$ cat src/rtl/pc_sequencer.sv
// pc_sequencer: program-counter register with next-PC selection and a return-address stack.
// The next PC is one of: hold, sequential step, relative branch, absolute jump,
// call (push return address) or return (pop). The return-address stack is a
// circular buffer. When it is full, a push overwrites the oldest entry. Overflow
// and underflow raise a sticky error flag that only reset clears.
module pc_sequencer #(
    parameter int PC_W      = 7,
    parameter int STEP      = 1,
    parameter int OFF_W     = 5,
    parameter int RESET_PC  = 0,
    parameter int RAS_DEPTH = 4
) (
    input  logic             clk,
    input  logic             rst,
    input  logic             stall,
    input  logic             br_taken,
    input  logic [OFF_W-1:0] br_off,
    input  logic             jmp,
    input  logic             call,
    input  logic             ret,
    input  logic [PC_W-1:0]  jmp_tgt,
    output logic [PC_W-1:0]  pc,
    output logic [PC_W-1:0]  pc_plus,
    output logic             ras_empty,
    output logic             ras_full,
    output logic             ras_err
);

    localparam int PTR_W = $clog2(RAS_DEPTH);
    localparam int CNT_W = $clog2(RAS_DEPTH + 1);

    localparam logic [PC_W-1:0]  STEP_V  = PC_W'(STEP);
    localparam logic [PC_W-1:0]  RESET_V = PC_W'(RESET_PC);
    localparam logic [CNT_W-1:0] DEPTH_V = CNT_W'(RAS_DEPTH);
    localparam logic [PTR_W-1:0] PTR_ONE = PTR_W'(1);
    localparam logic [CNT_W-1:0] CNT_ONE = CNT_W'(1);

    // Source of the next PC, already resolved by priority.
    typedef enum logic [2:0] {
        SRC_HOLD,
        SRC_SEQ,
        SRC_BRANCH,
        SRC_JUMP,
        SRC_CALL,
        SRC_RET
    } pc_src_t;

    pc_src_t                src;
    logic [PC_W-1:0]        pc_next;
    logic [PC_W-1:0]        off_ext;
    logic [PC_W-1:0]        br_tgt;
    logic signed [OFF_W-1:0] off_s;

    logic [PC_W-1:0]        ras_mem [RAS_DEPTH];
    logic [PTR_W-1:0]       top;
    logic [PTR_W-1:0]       top_next;
    logic [CNT_W-1:0]       cnt;
    logic [CNT_W-1:0]       cnt_next;
    logic                   push;
    logic                   pop;
    logic                   err_set;

    // Sequential successor. It depends only on the PC register, and adds wrap modulo 2^PC_W.
    assign pc_plus = pc + STEP_V;

    // Branch target. A signed size cast sign-extends a short offset and truncates a wide one.
    assign off_s   = $signed(br_off);
    assign off_ext = PC_W'(off_s);
    assign br_tgt  = pc + off_ext;

    assign ras_empty = (cnt == '0);
    assign ras_full  = (cnt == DEPTH_V);

    // Priority resolution of the control inputs. Reset is handled in the register block.
    always_comb begin
        // NOTE: every combinational output gets a default first so no path can infer a latch.
        src = SRC_SEQ;
        if (stall) begin
            src = SRC_HOLD;
        end else if (ret) begin
            src = SRC_RET;
        end else if (call) begin
            src = SRC_CALL;
        end else if (jmp) begin
            src = SRC_JUMP;
        end else if (br_taken) begin
            src = SRC_BRANCH;
        end
    end

    // Next-PC selection and RAS push/pop/error requests for the chosen source.
    always_comb begin
        pc_next = pc_plus;
        push    = 1'b0;
        pop     = 1'b0;
        err_set = 1'b0;
        unique case (src)
            SRC_HOLD:   pc_next = pc;
            SRC_BRANCH: pc_next = br_tgt;
            SRC_JUMP:   pc_next = jmp_tgt;
            SRC_CALL: begin
                pc_next = jmp_tgt;
                push    = 1'b1;
                err_set = ras_full;
            end
            SRC_RET: begin
                if (!ras_empty) begin
                    pc_next = ras_mem[top];
                    pop     = 1'b1;
                end else begin
                    err_set = 1'b1;
                end
            end
            default:    pc_next = pc_plus;
        endcase
    end

    // Next top pointer and count. The count saturates at RAS_DEPTH while the pointer keeps wrapping.
    always_comb begin
        top_next = top;
        cnt_next = cnt;
        if (push) begin
            top_next = top + PTR_ONE;
            if (!ras_full) begin
                cnt_next = cnt + CNT_ONE;
            end
        end else if (pop) begin
            top_next = top - PTR_ONE;
            cnt_next = cnt - CNT_ONE;
        end
    end

    // PC, RAS bookkeeping and the sticky error flag.
    always_ff @(posedge clk) begin
        // NOTE: state registers use non-blocking assignment so every flop samples pre-edge values.
        if (rst) begin
            pc      <= RESET_V;
            top     <= '1;
            cnt     <= '0;
            ras_err <= 1'b0;
        end else begin
            pc  <= pc_next;
            top <= top_next;
            cnt <= cnt_next;
            if (err_set) begin
                ras_err <= 1'b1;
            end
        end
    end

    // RAS storage. A push writes the new top slot. When the stack is full, that slot holds the oldest entry.
    always_ff @(posedge clk) begin
        // NOTE: the stack array is not reset; a zero count makes every slot dead, so clearing it buys nothing.
        if (!rst && push) begin
            ras_mem[top_next] <= pc_plus;
        end
    end

endmodule
$ cat config.mk
export PLATFORM = sky130hd
export DESIGN_NAME = pc_sequencer
export DESIGN_NICKNAME = d
export VERILOG_FILES = /design/src/rtl/pc_sequencer.sv
export SDC_FILE = /design/constraint.sdc
export NUM_CORES = 1
export LEC_CHECK = 0
export CAP_MARGIN = 40
export CORE_MARGIN = 3
export CORE_UTILIZATION = 46
export CTS_BUF_LIST = sky130_fd_sc_hd__clkbuf_16
export CTS_CLUSTER_DIAMETER = 60
export DETAILED_ROUTE_END_ITERATION = 6
export PLACE_DENSITY = 0.8
export SYNTH_ARGS = -nofsm -noshare
export SYNTH_HDL_FRONTEND = slang
export SYNTH_SLANG_ARGS = --single-unit
$ cat constraint.sdc
create_clock -name clk -period 2.4 [get_ports clk]
set_input_delay 0.24 -clock clk [delete_from_list [all_inputs] [get_ports clk]]
set_output_delay 0.24 -clock clk [all_outputs]
set_load 0.05 [all_outputs]
==> results of run 1 <==
state kept, by name, indices dropped and copies added, names as in the netlist:
register / cells
cnt: 3
ras_mem: 28
pc: 7
top: 2
ras_err: 1
layer usage:
metal	routed length (um)	vias to the layer above	global-route usage, %
met5	0	-	0
met4	62	0	5.83
met3	219	5	4.49
met2	2320	45	31.9
met1	2120	767	23.3
li1	-	753	-
kinds of logic (layout without fill, tap and decap cells):
| group | count (synthesis) | in the layout | share of synthesized area [%] |
|---|---|---|---|
| compound gates | 35 | 35 | 11.7 |
| xor+xnor | 21 | 21 | 8.29 |
| fa+ha+maj | 9 | 9 | 5.75 |
| buf+inv | 13 | 56 | 2.71 |
| flops | 41 | 41 | 49.6 |
| mux | 9 | 9 | 8.01 |
| simple gates | 54 | 54 | 13.9 |
cells in the final DEF, fill, tap and decap left out, drive strengths merged, types with 3 or more instances in the layout:
cell type,Yosys,routed
edfxtp,28,28
mux4,7,7
a21o,3,3
xnor2,14,14
clkbuf,3,5
xor2,7,7
o21ai,4,4
nor2,20,20
clkdlybuf4s50,0,30
nor3,3,3
nand2,12,12
ha,7,7
a22oi,4,4
nand3,5,5
nand2b,3,3
a21oi,12,12
inv,6,6
nor2b,3,3
clkinv,0,3
dfxtp,13,13
buf,4,12
power by group:
| group | internal (W) | switching [W] | total (W) | leakage (nW) |
|---|---|---|---|---|
| combinational | 0.000273 | 0.000359 | 0.000632 | 0.610 |
| clock | 0.000376 | 0.000254 | 0.000630 | 0.0687 |
| sequential | 0.000806 | 0.0000741 | 0.000880 | 0.363 |
layout make-up:
cell class / count / share of cell area (%)
inverter: 6 / 0.800
clock inverter: 3 / 0.444
timing repair buffer: 42 / 14.3
clock buffer: 5 / 4.44
multi-input combinational: 128 / 38.6
sequential: 41 / 39.1
tap: 52 / 2.31
Yosys cell counts, types with 2 or more instances:
master | count | share of area, %
nor3_2 | 2 | 0.90
o21ai_0 | 3 | 0.68
inv_1 | 6 | 1.0
nand3_1 | 3 | 0.68
edfxtp_1 | 28 | 38
a22oi_1 | 4 | 1.4
nor2b_1 | 2 | 0.56
nor2_1 | 20 | 3.4
nand2b_1 | 3 | 0.85
xnor2_1 | 14 | 5.5
a221oi_1 | 2 | 0.79
and3_1 | 2 | 0.56
o31ai_1 | 2 | 0.68
a21oi_1 | 11 | 2.5
buf_2 | 3 | 0.68
mux2i_1 | 2 | 0.90
fa_1 | 2 | 1.8
nand3_2 | 2 | 0.90
a41oi_2 | 2 | 1.5
a21o_1 | 3 | 1.0
ha_1 | 7 | 3.9
xor2_1 | 7 | 2.8
nand2_1 | 11 | 1.9
mux4_2 | 7 | 7.1
clkbuf_1 | 3 | 0.51
dfxtp_1 | 13 | 12
path summary, 6_finish.rpt:
| kind | startpoint | end | cells past startpoint |
|---|---|---|---|
| worst max-delay path | pc[0]$_SDFFE_PP0P_ | pc_plus[6] | 5 |
| worst min-delay path | ras_err$_SDFFE_PP0P_ | ras_err$_SDFFE_PP0P_ | 2 |
| worst max register to register | pc[0]$_SDFFE_PP0P_ | pc[6]$_SDFFE_PP0P_ | 9 |
| worst min register to register | ras_err$_SDFFE_PP0P_ | ras_err$_SDFFE_PP0P_ | 2 |
through the flow:
stage               hold WS, ns  total power [W]  setup slack [ns]
detailed placement        0.534          0.00153             0.118
global route              0.582          0.00224            0.0552
floorplan                 0.303          0.00133            0.0332
global placement          0.511          0.00152             0.185
CTS                       0.548          0.00216             0.178
finish                    0.547          0.00214             0.183
critical path, cell delays in order (launching register included):
cell and delay (ns):
dfxtp_1 0.47, ha_1 0.27, nand3_2 0.16, nor2_1 0.22, xor2_2 0.38, buf_12 0.19
==> impl_metrics.toml, run 1 <==
[detailed_routing]
firstDrtPassIters = 4
viasPerCell = 5.67
wl_per_cell_um = 17.0
drc_errors = 0
antenna_left = 0
wl_um = 4720
num_vias = 1570
first_iter_violations = 73

[sta]
grt_setup_unrepaired = "no"
setup_viol = 0
skew_ns = 0.00588
setup-tns-final_ns = 0
relSlewSlack_pct = 53.0
worst_slew_pin_slew_ns = 0.704
period_needed_ns = 2.22
hold_viol_final = 0
min_period_over_period_pct = 92.4
slew_viol_final = 0
fmax_mhz = 451

[yosys]
syn_inst = 182
synth_warnings = 0
synth_nets = 210
synth_cell_type_count = 44
synth-seq-area-share_pct = 49.6
synth_edf_count = 28
ys_async_sr_fraction_pct = 0
synth-seq-cells = 41
syn_area_per_cell_um2 = 12.2
synthesis.area_mm2 = 0.00222
synth-main-ff-cell = "edfxtp_1"

[die]
die-area_mm2 = 0.00569
die_x_um = 75.4
ios = 36
rows = 24
dieHeight_um = 75.4
start_util_pct = 49.3
core_mm2 = 0.00450

[clock_network]
cts-root-buf = "clkbuf_16"
path_clk_slew_ns = 0.06
cts_inserted_buffers = 5
htree_levels = 2
cts_setup_buffers = 0
cts_tree = "yes"
clock-sinks = 41
clockBufferDepth = 2
cts_hold_buf = 0
clock_latency_ns = 0.28
cts_resized = 0

[setup_path]
arrival_ns = 1.98
required_ns = 2.16
cp-end-kind = "primary output"
worstSetupPathType = "reg -> out"
r2r_setup_slack_ns = 0.30
critPathMaxFanout = 7
worst_setup_path_start_kind = "flip-flop"

[placed_design]
portBuffers = 35
placed_cells = 269
place_congestion = 0.813
hpwlAfterDp_um = 3520
dpl-instance-area_mm2 = 0.00268

[global_routing]
antenna_found_initial = 0
grt_usage_pct = 18.6
grt-ovfl-total = 0
grt_max_degree = 15
grt_pass1_wl_um = 7720
grt_pass1_vias = 1561

[final_layout]
fillers = 356
antenna_cells = 0
post-route-util_pct = 62.5
instances_no_fill = 277
design_area_mm2 = 0.00282
final_nets = 252
multi_input_area_mm2 = 0.00109
area_growth_pct = 26.9
drive_gt1_share_pct = 19.6
ff_latch_area_mm2 = 0.00110

[run]
cap_violations = 0

[power]
ir_drop_mv = 0.477
static-leakage-power_nw = 1.04
power_density_mw_per_mm2 = 761

[hold_path]
hp-class = "reg -> reg"

[run_status]
status = "finished clean"
Power figures use the tool's default switching activity.
==> run 2, diff against run 1 <==
Settings changed: GPL_TIMING_DRIVEN set to 0.
==> run 2 against run 1 <==
Total power fell by 0.97%. Die area did not move. Worst hold slack got worse by 0.013 ns. Combinational power rose by 3%. Non-clock buffer count rose by 2. Clock power fell by 2%. Global-route usage fell by 0.36 points. First-iteration DRC count rose by 44%. Sequential power fell by 2.5%. Largest power group unchanged.
==> impl_metrics.toml, run 2 (synthesis results as in run 1) <==
[run_status]
status = "finished clean"

[die]
die-area_mm2 = 0.00569
dieHeight_um = 75.4
die_x_um = 75.4
rows = 24
core_mm2 = 0.00450
start_util_pct = 49.3
ios = 36

[final_layout]
top_register = "ras_mem"
top_regs = "ras_mem (28), pc (7), cnt (3)"
area_growth_pct = 26.3
layout_common_cells = "clkdlybuf4s50_1, edfxtp_1, nor2_1, dfxtp_1, xnor2_1"
final_nets = 254
drive_gt1_share_pct = 18.1
layout_commonest_cell = "clkdlybuf4s50_1"
antenna_cells = 0
largest_reg_flops = 28
design_area_mm2 = 0.00280

[sta]
period_needed_ns = 2.22
whs_ns = 0.534
relSlewSlack_pct = 60.5
fmax_mhz = 451
layout_setup_ws_ns = 0.180
slew_viol_final = 0
min_period_over_period_pct = 92.5
hold_viol_final = 0
skew_ns = 0.00656
grt_setup_unrepaired = "no"
worst_slew_pin_slew_ns = 0.592
setup_viol = 0

[detailed_routing]
viasPerCell = 5.53
wl_um = 4740
drc_errors = 0
antenna_left = 0
firstDrtPassIters = 4
first_iter_violations = 105
wl_per_cell_um = 17.0
num_vias = 1542

[placed_design]
place_congestion = 0.786
dpl-instance-area_mm2 = 0.00267
hpwlAfterDp_um = 3490
pre_cts_slack_ns = -0.156
portBuffers = 35

[hold_path]
hp-class = "reg -> reg"
min_from = "ras_err$_SDFFE_PP0P_"

[power]
ir_drop_mv = 0.443
power_density_mw_per_mm2 = 757
static-leakage-power_nw = 1.04

[setup_path]
cp-end-kind = "primary output"
worst_setup_path_start_kind = "flip-flop"
arrival_ns = 1.98
required_ns = 2.16
timing.rr.start = "pc[0]$_SDFFE_PP0P_"
critPathLaunch = "pc[0]$_SDFFE_PP0P_"
critPathMaxFanout = 7
worstSetupPathType = "reg -> out"

[global_routing]
grt_usage_pct = 18.3
grt_pass1_vias = 1553
grt_pass1_wl_um = 7580
antenna_found_initial = 0
grt_max_degree = 12
grt-ovfl-total = 0

[clock_network]
htree_levels = 2
clock-sinks = 41
path_clk_slew_ns = 0.06
cts_hold_buf = 0
cts_tree = "yes"
cts_inserted_buffers = 5
cts-root-buf = "clkbuf_16"
clock_latency_ns = 0.28
clockBufferDepth = 2

[run]
cap_violations = 0
==> run 2: changes by cell type in the layout (fill, tap and decap cells not counted), moves of 2 or more <==
cell | before | now
buf_4 | 11 | 2
buf_2 | 0 | 3
clkbuf_1 | 0 | 3
inv_1 | 6 | 9
clkbuf_2 | 0 | 2
clkinv_1 | 2 | 0
dlygate4sd2_1 | 0 | 2
==> run 2: final timing paths <==
path | end | slack [ns] | cells after the start
worst min-delay path | ras_err$_SDFFE_PP0P_ | 0.53 | 2
worst max register to register | pc[6]$_SDFFE_PP0P_ | 0.23 | 9
worst max-delay path | pc_plus[2] | 0.18 | 3
worst min register to register | ras_err$_SDFFE_PP0P_ | 0.53 | 2
==> run 2: cell type report <==
cell class	instances	area, um^2
fillers	361	1700
flip-flops and latches	41	1100
multi-input cells	128	1090
repair buffers	37	350
clock buffers	5	125
well taps	52	65.1
plain buffers	7	37.5
inverters	6	22.5
clock inverters	3	11.3
==> run 2: worst max-delay path, cell delays in order (launching register included) <==
cell and delay, ns:
dfxtp_1 0.48, ha_1 0.27, xor2_1 0.36, dlygate4sd2_1 0.59
==> run 2: timing repair <==
action | CTS | global route
gates resized for setup | 9 | 6
endpoints found under the setup margin | 5 | 6
setup buffers | 0 | 1
==> run 2: metrics by stage <==
| stage | utilization (%) | TNS (ns) | total power (W) | std cells |
|---|---|---|---|---|
| after floorplan | - | 0 | 0.00133 | 182 |
| after global placement | 59.1 | -1.46 | 0.00151 | 269 |
| after detailed placement | 59.3 | -0.531 | 0.00152 | 270 |
| after CTS | 62.1 | 0 | 0.00213 | 278 |
| after global routing | 62.2 | 0 | 0.00221 | 279 |
| final | 62.2 | 0 | 0.00212 | 279 |
==> run 2: power breakdown <==
part / internal [W] / switching [W] / total (W)
Sequential: 0.000807 / 0.0000518 / 0.000858
Clock: 0.000373 / 0.000241 / 0.000615
Combinational: 0.000267 / 0.000381 / 0.000648
==> run 2: routing by layer <==
metal  GRT usage, %  up-vias  part of all wire (%)
met5              0        -                     0
met4           6.41        0                   1.6
met3           5.01        6                   4.0
met2           29.9       34                    50
met1           23.4      748                    45
li1               -      754                     -
==> run 3, diff against run 2 <==
Settings changed: ABC_AREA set to 1, PLACE_DENSITY 0.8 to 0.79.
Clock period 2.4 ns to 2.5 ns, I/O delays scaled along.
==> run 3 against run 2 <==
Clock-buffer cell count unchanged. Worst hold slack got worse by 0.15 ns. Final area increased by 8.3%. Global-route usage increased by 0.80 points. Cell count increased by 51%. Critical path depth increased by 1. First-iteration DRC count increased by 53%. Critical endpoint is now pc_plus[3].
==> impl_metrics.toml, run 3 <==
[sta]
relSlewSlack_pct = 57.0
min_period_over_period_pct = 92.3
period_needed_ns = 2.31
setup_viol = 0
worst_slew_pin_slew_ns = 0.643
setup-tns-final_ns = 0
layout_setup_ws_ns = 0.194
fmax_mhz = 434
grt_setup_unrepaired = "no"
slew_viol_final = 0
hold_viol_final = 0
skew_ns = 0.00419

[final_layout]
multi_input_area_mm2 = 0.00111
top_regs = "ras_mem (28), pc (7), cnt (3)"
layout_commonest_cell = "nand2_1"
antenna_cells = 0
largest_reg_flops = 28
layout_common_cells = "nand2_1, inv_1, nand3_1, clkdlybuf4s50_1, edfxtp_1"
final_nets = 380
area_growth_pct = 25.1
top_register = "ras_mem"
fillers = 437
ff_latch_area_mm2 = 0.00110
drive_gt1_share_pct = 9.35

[die]
core_mm2 = 0.00491
ios = 36
rows = 25
die_x_um = 78.6
dieHeight_um = 78.6
start_util_pct = 49.4
die-area_mm2 = 0.00618

[setup_path]
cp_cell_sequence = "nand3_1, xor2_1, inv_1, clkdlybuf4s50_1"
cp-end-kind = "primary output"
worstSetupPathType = "reg -> out"
required_ns = 2.25
slowest_stage = "clkdlybuf4s50_1"
cpPeakStageDelay_ns = 0.83
worst_setup_path_start_kind = "flip-flop"
arrival_ns = 2.06
critPathMaxFanout = 6

[clock_network]
cts-root-buf = "clkbuf_16"
cts_hold_buf = 0
htree_levels = 2
clock_latency_ns = 0.28
path_clk_slew_ns = 0.06
cts_tree = "yes"
cts_inserted_buffers = 5
clock-sinks = 41
clockBufferDepth = 2

[yosys]
synth-seq-cells = 41
ys_top_cells_by_count = "nand2_1, inv_1, nand3_1, edfxtp_1, nor2_1"
synth_warnings = 0
syn_area_per_cell_um2 = 7.79
synth_area_leaders = "edfxtp_1, nand2_1, dfxtp_1, nand3_1, inv_1"
synthesis.area_mm2 = 0.00242
synth_most_common_cell = "nand2_1"
synth_cell_type_count = 30
synth_top_area_share_pct = 34.7
synth_nets = 339
synth-seq-area-share_pct = 45.4
syn_inst = 311
ys_async_sr_fraction_pct = 0
synth-main-ff-cell = "edfxtp_1"
synth_edf_count = 28
synth_largest_area_cell = "edfxtp_1"

[run_status]
status = "finished clean"

[global_routing]
grt_pass1_vias = 2040
antenna_found_initial = 0
grt-ovfl-total = 0
grt_max_degree = 14
grt_pass1_wl_um = 9140
grt_usage_pct = 19.1

[detailed_routing]
antenna_left = 0
firstDrtPassIters = 4
viasPerCell = 5.10
first_iter_violations = 161
num_vias = 2141
wl_per_cell_um = 12.9
wl_um = 5420
drc_errors = 0

[power]
power_w = 0.00202
power_density_mw_per_mm2 = 667
static-leakage-power_nw = 1.40
ir_drop_mv = 0.284

[placed_design]
pre_cts_slack_ns = 0.0316
place_congestion = 0.813
hpwlAfterDp_um = 4140
portBuffers = 34

[run]
cap_violations = 0

[hold_path]
hp-class = "in -> reg"
[run 3: cell types whose count changed after synthesis, sizes merged, moves of 4 or more]
cell / previous run / this run
nand2: 12 / 89
inv: 6 / 48
nand3: 5 / 38
xnor2: 14 / 1
nor2: 20 / 31
o21ai: 4 / 13
mux4: 7 / 0
a22oi: 4 / 0
[run 3: repair_timing]
item,in CTS,in global routing
hold endpoints to repair,0,0
gates cloned,0,0
setup endpoints to repair,3,2
gates resized for setup,3,3
buffers inserted,0,0
[run 3: through the flow]
step,area [um^2],std cells,hold slack [ns],utilization (%)
detailed placement,2850,412,0.491,58.0
floorplan,2420,311,0.452,-
global route,3030,420,0.408,61.8
finish,3030,420,0.380,61.8
CTS,3030,420,0.386,61.8
global placement,2850,412,0.483,58.0
[run 3: critical path, delay by kind of cell, from the launching register on]
family,cells,cell delay (ns)
xor+xnor,1,0.16
buf+inv,2,0.99
flops,1,0.48
simple gates,1,0.15
[run 3: kinds of logic after synthesis]
group	count (synthesis)	share of synthesized area [%]
AND/OR/NAND/NOR	170	31.4
XOR/XNOR	6	2.17
adder cells (fa/ha/maj)	9	5.27
flip-flops	41	45.4
AO/OA/AOI/OAI	30	6.87
buffers and inverters	55	8.88
[run 3: layout make-up]
type / instances / area share [%]
multi-input cells: 215 / 36.5
flip-flops and latches: 41 / 36.3
repair buffers: 34 / 11.1
inverters: 48 / 5.94
clock buffers: 5 / 4.13
well taps: 67 / 2.76
clock inverters: 3 / 2.15
plain buffers: 7 / 1.16
[run 3: routing by layer]
metal	vias to the layer above	track usage [%]	part of all wire (%)
met5	-	0	0
met2	64	32.3	48
li1	1084	-	-
met4	0	9.44	2.7
met3	14	2.64	5.8
met1	979	23.7	43
[run 3: final timing paths]
kind | startpoint | to | slack [ns] | depth (start not counted)
min reg2reg | cnt[0]$_SDFFE_PP0P_ | cnt[0]$_SDFFE_PP0P_ | 0.50 | 1
max reg2reg | cnt[0]$_SDFFE_PP0P_ | ras_mem[1][5]$_DFFE_PP_ | 0.39 | 7
max | pc[2]$_SDFFE_PP0P_ | pc_plus[3] | 0.19 | 4
min | rst | pc[2]$_SDFFE_PP0P_ | 0.38 | 2
[run 3: where the power goes]
| group | leakage, nW | switching, W | internal (W) |
|---|---|---|---|
| sequential | 0.361 | 0.0000275 | 0.000754 |
| clock | 0.0938 | 0.000232 | 0.000569 |
| combinational | 0.946 | 0.000287 | 0.000153 |
| total | 1.40 | 0.000547 | 0.00148 |
==> edit 1: new RTL, flow settings as in run 1 <==
Make the reset (`rst`) asynchronous in one clocked block.
--- a/src/rtl/pc_sequencer.sv
+++ b/src/rtl/pc_sequencer.sv
@@ -133,3 +133,3 @@
     // PC, RAS bookkeeping and the sticky error flag.
-    always_ff @(posedge clk) begin
+    always_ff @(posedge clk or posedge rst) begin
         // NOTE: state registers use non-blocking assignment so every flop samples pre-edge values.
Formal check against the unedited RTL: differs if rst is asserted again (counterexample within 4 cycles, from zero or initial values and one cycle with rst high); with rst held inactive, the same outputs for 10 cycles.
==> edit 1 against run 1 <==
Cell area is 0.71% higher. Via count grew 1.9%. Setup slack improved by 0.018 ns. Core utilization is 0.87 points higher. Hold slack worse by 0.15 ns. Area after synthesis is 1.9% lower. Sequential cell count stayed put. Wire length shrank 0.13%. Critical path type unchanged. Highest routed layer unchanged.
Power is not compared: it rests on default switching activity, and its combinational part moved more than twofold at a synthesized area within 25%.
==> edit 1: results (changes against run 1) <==
Pwr
  – Pwr Total: 0.00343 W

Layout
  – Non-clock buffer share of cell area: 14.5% (+0.16 points)
  – Clk tree area frac: 6.05% (+1.2 points)
  – Nonclk inv count: 10 (+4)
  – Seq cells: 41 (unchanged)
  – Multi-input gate area: 982 µm² (-9.6%)
  – Seq/total area: 41.2% (+2.1 points)
  – Multi-input gates: 119 (-7.0%)
  – Register area: 1170 µm² (+6.1%)
  – Final net count: 248 (-1.6%)
  – Share of cells above drive strength 1: 17.2% (-2.4 points)

Placement
  – Setup slack at placement: 0.112 ns (-0.00611 ns)
  – DP Area: 2660 µm² (-0.51%)
  – HPWL Detailed: 3.47 mm (-1.2%)
  – Dpl cells: 265 (-1.5%)
  – Gpl congestion: 0.833 (+2.5%)

Yosys
  – Sequential fraction of the synthesis area: 53.7% (+4.1 points)
  – Post-Synthesis Net Count: 203 (-3.3%)
  – Post-Synth Adder-Cell Area: 5.87% (+0.11 points)
  – Avg Inst Size Synth: 12.4 µm² (+2.0%)
  – Complex-gate fraction of the synthesized area: 13.1% (+1.4 points)
  – Synth top cells by count: edfxtp_1, dfrtp_1, nand2_1, nor2_1
  – Area contributors post-synth: edfxtp_1, dfrtp_1, mux4_2
  – Synthesized instance count: 175 (-3.8%)
  – Synth Area in XOR/XNOR: 5.64% (-2.7 points)
  – Synth async-reset ratio: 31.7% (+32 points)
  – Netlist cell types: 45 (+2.3%)
  – Mux share of post-synthesis cell area: 8.22% (+0.21 points)

Routing
  – DR WL/cell: 17.3 µm (+1.3%)
  – First-iteration detailed-routing DRC count: 151 (+110%)
  – Drt via density: 5.86 (+3.4%)
  – Via count: 1600 (+1.9%)

Critical path
  – Worst path max stage delay: 0.83 ns (+0.36 ns)
  – Worst Setup EP: pc_plus[1]
  – Reg2reg setup slack: 0.40 ns (+0.10 ns)
  – Critical path data required time: 2.16 ns (about the same)
  – FF-to-FF path depth: 8 (-1)
  – CP Max Fanout: 6 (-1)
  – FF-to-FF End: pc[6]
  – Critical path startpoint: pc[1]
  – Critical R2R Launch: pc[0]
  – Slowest-stage cell, CP: clkdlybuf4s50_1
  – Delay-heaviest family, CP: buffers and inverters

STA
  – Setup TNS: 0 ns (unchanged)
  – Setup Skew: 0.00552 ns (-0.000361 ns)
  – Worst Tran Pin Value: 0.596 ns (-0.108 ns)
  – Tmin final: 2.20 ns (-0.0176 ns)

Clocking
  – Clk_lat worst skew: 0.28 ns (about the same)

GRT
  – Gr usage total: 19.1% (+0.44 points)
  – Number of global-route vias before repair: 1546 (-0.96%)

Outcome
  – Status: finished clean

Hold path
  – Hold crit path type: in -> async
==> edit 1: cell count changes in the layout (fill, tap and decap cells not counted), sizes merged, moves of 3 or more <==
| cell | run 1 | this run |
|---|---|---|
| a21oi | 12 | 8 |
| nor2 | 20 | 11 |
| dfrtp | 0 | 11 |
| xnor2 | 14 | 5 |
| inv | 6 | 10 |
| o21ai | 4 | 11 |
| or3 | 0 | 3 |
| nand2b | 3 | 0 |
| dfxtp | 13 | 0 |
==> edit 1: kinds of logic (layout without fill, tap and decap cells) <==
group,Yosys count,after routing
adder cells (fa/ha/maj),9,9
AND/OR/NAND/NOR,46,46
buffers and inverters,15,61
flip-flops,41,41
XOR/XNOR,14,14
multiplexers,9,9
AO/OA/AOI/OAI,41,41
==> edit 1: routing by layer <==
metal / vias to the layer above / part of all wire [%] / global-route usage (%)
met4: 0 / 1.3 / 6.52
met3: 6 / 4.1 / 4.94
met1: 793 / 45 / 25.7
met5: - / 0 / 0
li1: 765 / - / -
met2: 36 / 50 / 30.2
==> edit 2: new RTL, settings of run 1 <==
Without the edit above. Register the output `ras_err` once more, cleared by the reset; this adds one clock of latency there. The other outputs are not delayed to match.
--- a/src/rtl/pc_sequencer.sv
+++ b/src/rtl/pc_sequencer.sv
@@ -46,2 +46,4 @@
     } pc_src_t;
+
+    logic ras_err_s0;
 
@@ -139,3 +141,3 @@
             cnt     <= '0;
-            ras_err <= 1'b0;
+            ras_err_s0 <= 1'b0;
         end else begin
@@ -145,3 +147,3 @@
             if (err_set) begin
-                ras_err <= 1'b1;
+                ras_err_s0 <= 1'b1;
             end
@@ -158,2 +160,10 @@
 
+    always_ff @(posedge clk) begin
+        if (rst) begin
+            ras_err <= '0;
+        end else begin
+            ras_err <= ras_err_s0;
+        end
+    end
+
 endmodule
Formal check against the unedited RTL: not equivalent (a bounded check fails within 4 cycles, from zero or initial values and one cycle with rst high).
==> edit 2 against run 1 <==
Setup slack better by 0.034 ns. Wire length up 6.6%. Highest routed layer unchanged. Power up 2.4%. Sequential power about the same. Sequential cell count up 1. Count of clock-buffer cells in the layout unchanged. Area after synthesis down 0.51%. Hold slack worse by 0.064 ns. Cell area up 2.0%. Clock power up 18%.
==> edit 2: results (changes against run 1) <==
Pwr
  – Psw: 0.000645 W (-6.1%)
  – Leakage: 1.06 nW (+1.6%)
  – Peak supply drop: 702 µV (+47%)

Hold path
  – Hold crit path type: reg -> reg

Clocking
  – Worst-case clock buffer depth: 2 (unchanged)
  – Post-CTS Setup Inserts: 0 (unchanged)
  – H-tree Lvls: 2 (unchanged)
  – Clock Pin Slew Worst Setup and Hold Paths: 0.06 ns (about the same)
  – CTS root buffer: clkbuf_16
  – CTS Buf Count: 5 (unchanged)
  – Post-cts gate resize count: 0 (unchanged)
  – Clk_lat worst skew: 0.28 ns (about the same)

Yosys
  – Synth async-reset ratio: 0% (unchanged)
  – Synth warn: 0 (unchanged)
  – Synth top cells by count: edfxtp_1, nor2_1, dfxtp_1, xnor2_1, nand2_1
  – Sequential fraction of the synthesis area: 50.8% (+1.2 points)
  – Number of synthesized flops with an enable pin: 28 (unchanged)
  – Netlist cell types: 44 (unchanged)
  – Area contributors post-synth: edfxtp_1, dfxtp_1, mux4_2
  – Synth Flop Type: edfxtp_1
  – Post-Synthesis Net Count: 212 (+0.95%)

GRT
  – First-pass GRT wire length: 7.99 mm (+3.5%)
  – Number of global-route vias before repair: 1623 (+4.0%)
  – Gr usage total: 19.5% (+0.92 points)
  – Initial antenna violation count: 0 (unchanged)
  – Largest net degree at the start of global routing: 15 (unchanged)

Outcome
  – Status: finished clean

Critical path
  – CP Max Fanout: 7 (unchanged)
  – Worst EP arrival: 1.94 ns (-0.04 ns)
  – Reg2reg setup slack: 0.30 ns (about the same)

Routing
  – Drt via density: 5.76 (+1.7%)
  – First-iteration detailed-routing DRC count: 91 (+25%)
  – Total routed wirelength: 5.03 mm (+6.6%)
  – Router iterations before antenna repair: 4 (unchanged)

Layout
  – Final net count: 257 (+2.0%)
  – Share of cells above drive strength 1: 19.6% (about the same)
  – Fill cells: 343 (-3.7%)
  – Antenna diodes: 0 (unchanged)
  – Top flop regs: ras_mem (28), pc (7), cnt (3)

Placement
  – HPWL Detailed: 3.60 mm (+2.4%)
  – IO Port Bufs: 35 (unchanged)
  – Gpl congestion: 0.856 (+5.3%)

STA
  – Max_slew headroom: 64.0% (+11 points)
  – Worst Hold Slack: 0.483 ns (-0.0641 ns)
  – Setup Skew: 0.00729 ns (+0.00141 ns)
[edit 2: changes by cell type in the layout (fill, tap and decap cells not counted), sizes merged, moves of 2 or more]
cell | run 1 | this run
buf | 12 | 16
nor2 | 20 | 16
nand3 | 5 | 7
nor4b | 0 | 2
o21ai | 4 | 6
[edit 2: area by class of cell]
class	instances	share of cell area, %
inverters	6	0.785
clock buffers	5	4.36
well taps	52	2.27
flip-flops and latches	42	39.1
clock inverters	3	1.39
repair buffers	46	15.5
multi-input cells	128	36.6
[edit 2: through the flow]
stage               worst slack [ns]  utilization (%)  instances  power, W  area, µm²
global placement               0.185             60.1        274   0.00145       2710
finish                         0.218             63.7        282   0.00219       2870
floorplan                    -0.0153                -        184   0.00128       2230
detailed placement             0.153             60.1        274   0.00146       2710
global route                  0.0925             63.7        282   0.00230       2870
CTS                            0.199             63.7        282   0.00222       2870
[edit 2: path summary, 6_finish.rpt]
| path | start | end | cells after the start |
|---|---|---|---|
| worst max-delay path | pc[0] | pc_plus[6] | 5 |
| worst min-delay path | ras_err_s0 | ras_err | 1 |
| worst max register to register | pc[0] | pc[6] | 9 |
| worst min register to register | ras_err_s0 | ras_err | 1 |
[edit 2: routing by layer]
metal,vias up,global-route usage (%),wire [µm]
li1,771,-,-
met1,787,24.4,2200
met2,57,31.0,2460
met3,10,5.47,229
met4,0,10.1,141
met5,-,0,0
[edit 2: critical path, cell delays in order, from the launching register on]
cell and delay [ns]:
dfxtp_1 0.49, ha_1 0.27, nand3_1 0.15, nor2_1 0.21, xor2_2 0.36, buf_12 0.19
[edit 2: power groups by stage]
| stage | registers [W] | clock network, W | logic (W) |
|---|---|---|---|
| after global routing | 0.000887 | 0.000794 | 0.000615 |
| after floorplan | 0.000918 | 0 | 0.000362 |
| after global placement | 0.000894 | 0 | 0.000556 |
| after CTS | 0.000881 | 0.000762 | 0.000572 |
| final | 0.000882 | 0.000741 | 0.000570 |
| after detailed placement | 0.000896 | 0 | 0.000566 |
[edit 2: kinds of logic (layout without fill, tap and decap cells)]
| logic type | Yosys count | count (layout) | synth area share [%] |
|---|---|---|---|
| adder cells (fa/ha/maj) | 9 | 9 | 5.78 |
| buffers and inverters | 14 | 60 | 2.61 |
| flip-flops | 42 | 42 | 50.8 |
| multiplexers | 8 | 8 | 7.60 |
| AO/OA/AOI/OAI | 35 | 35 | 11.0 |
| AND/OR/NAND/NOR | 56 | 56 | 14.3 |
| XOR/XNOR | 20 | 20 | 7.94 |
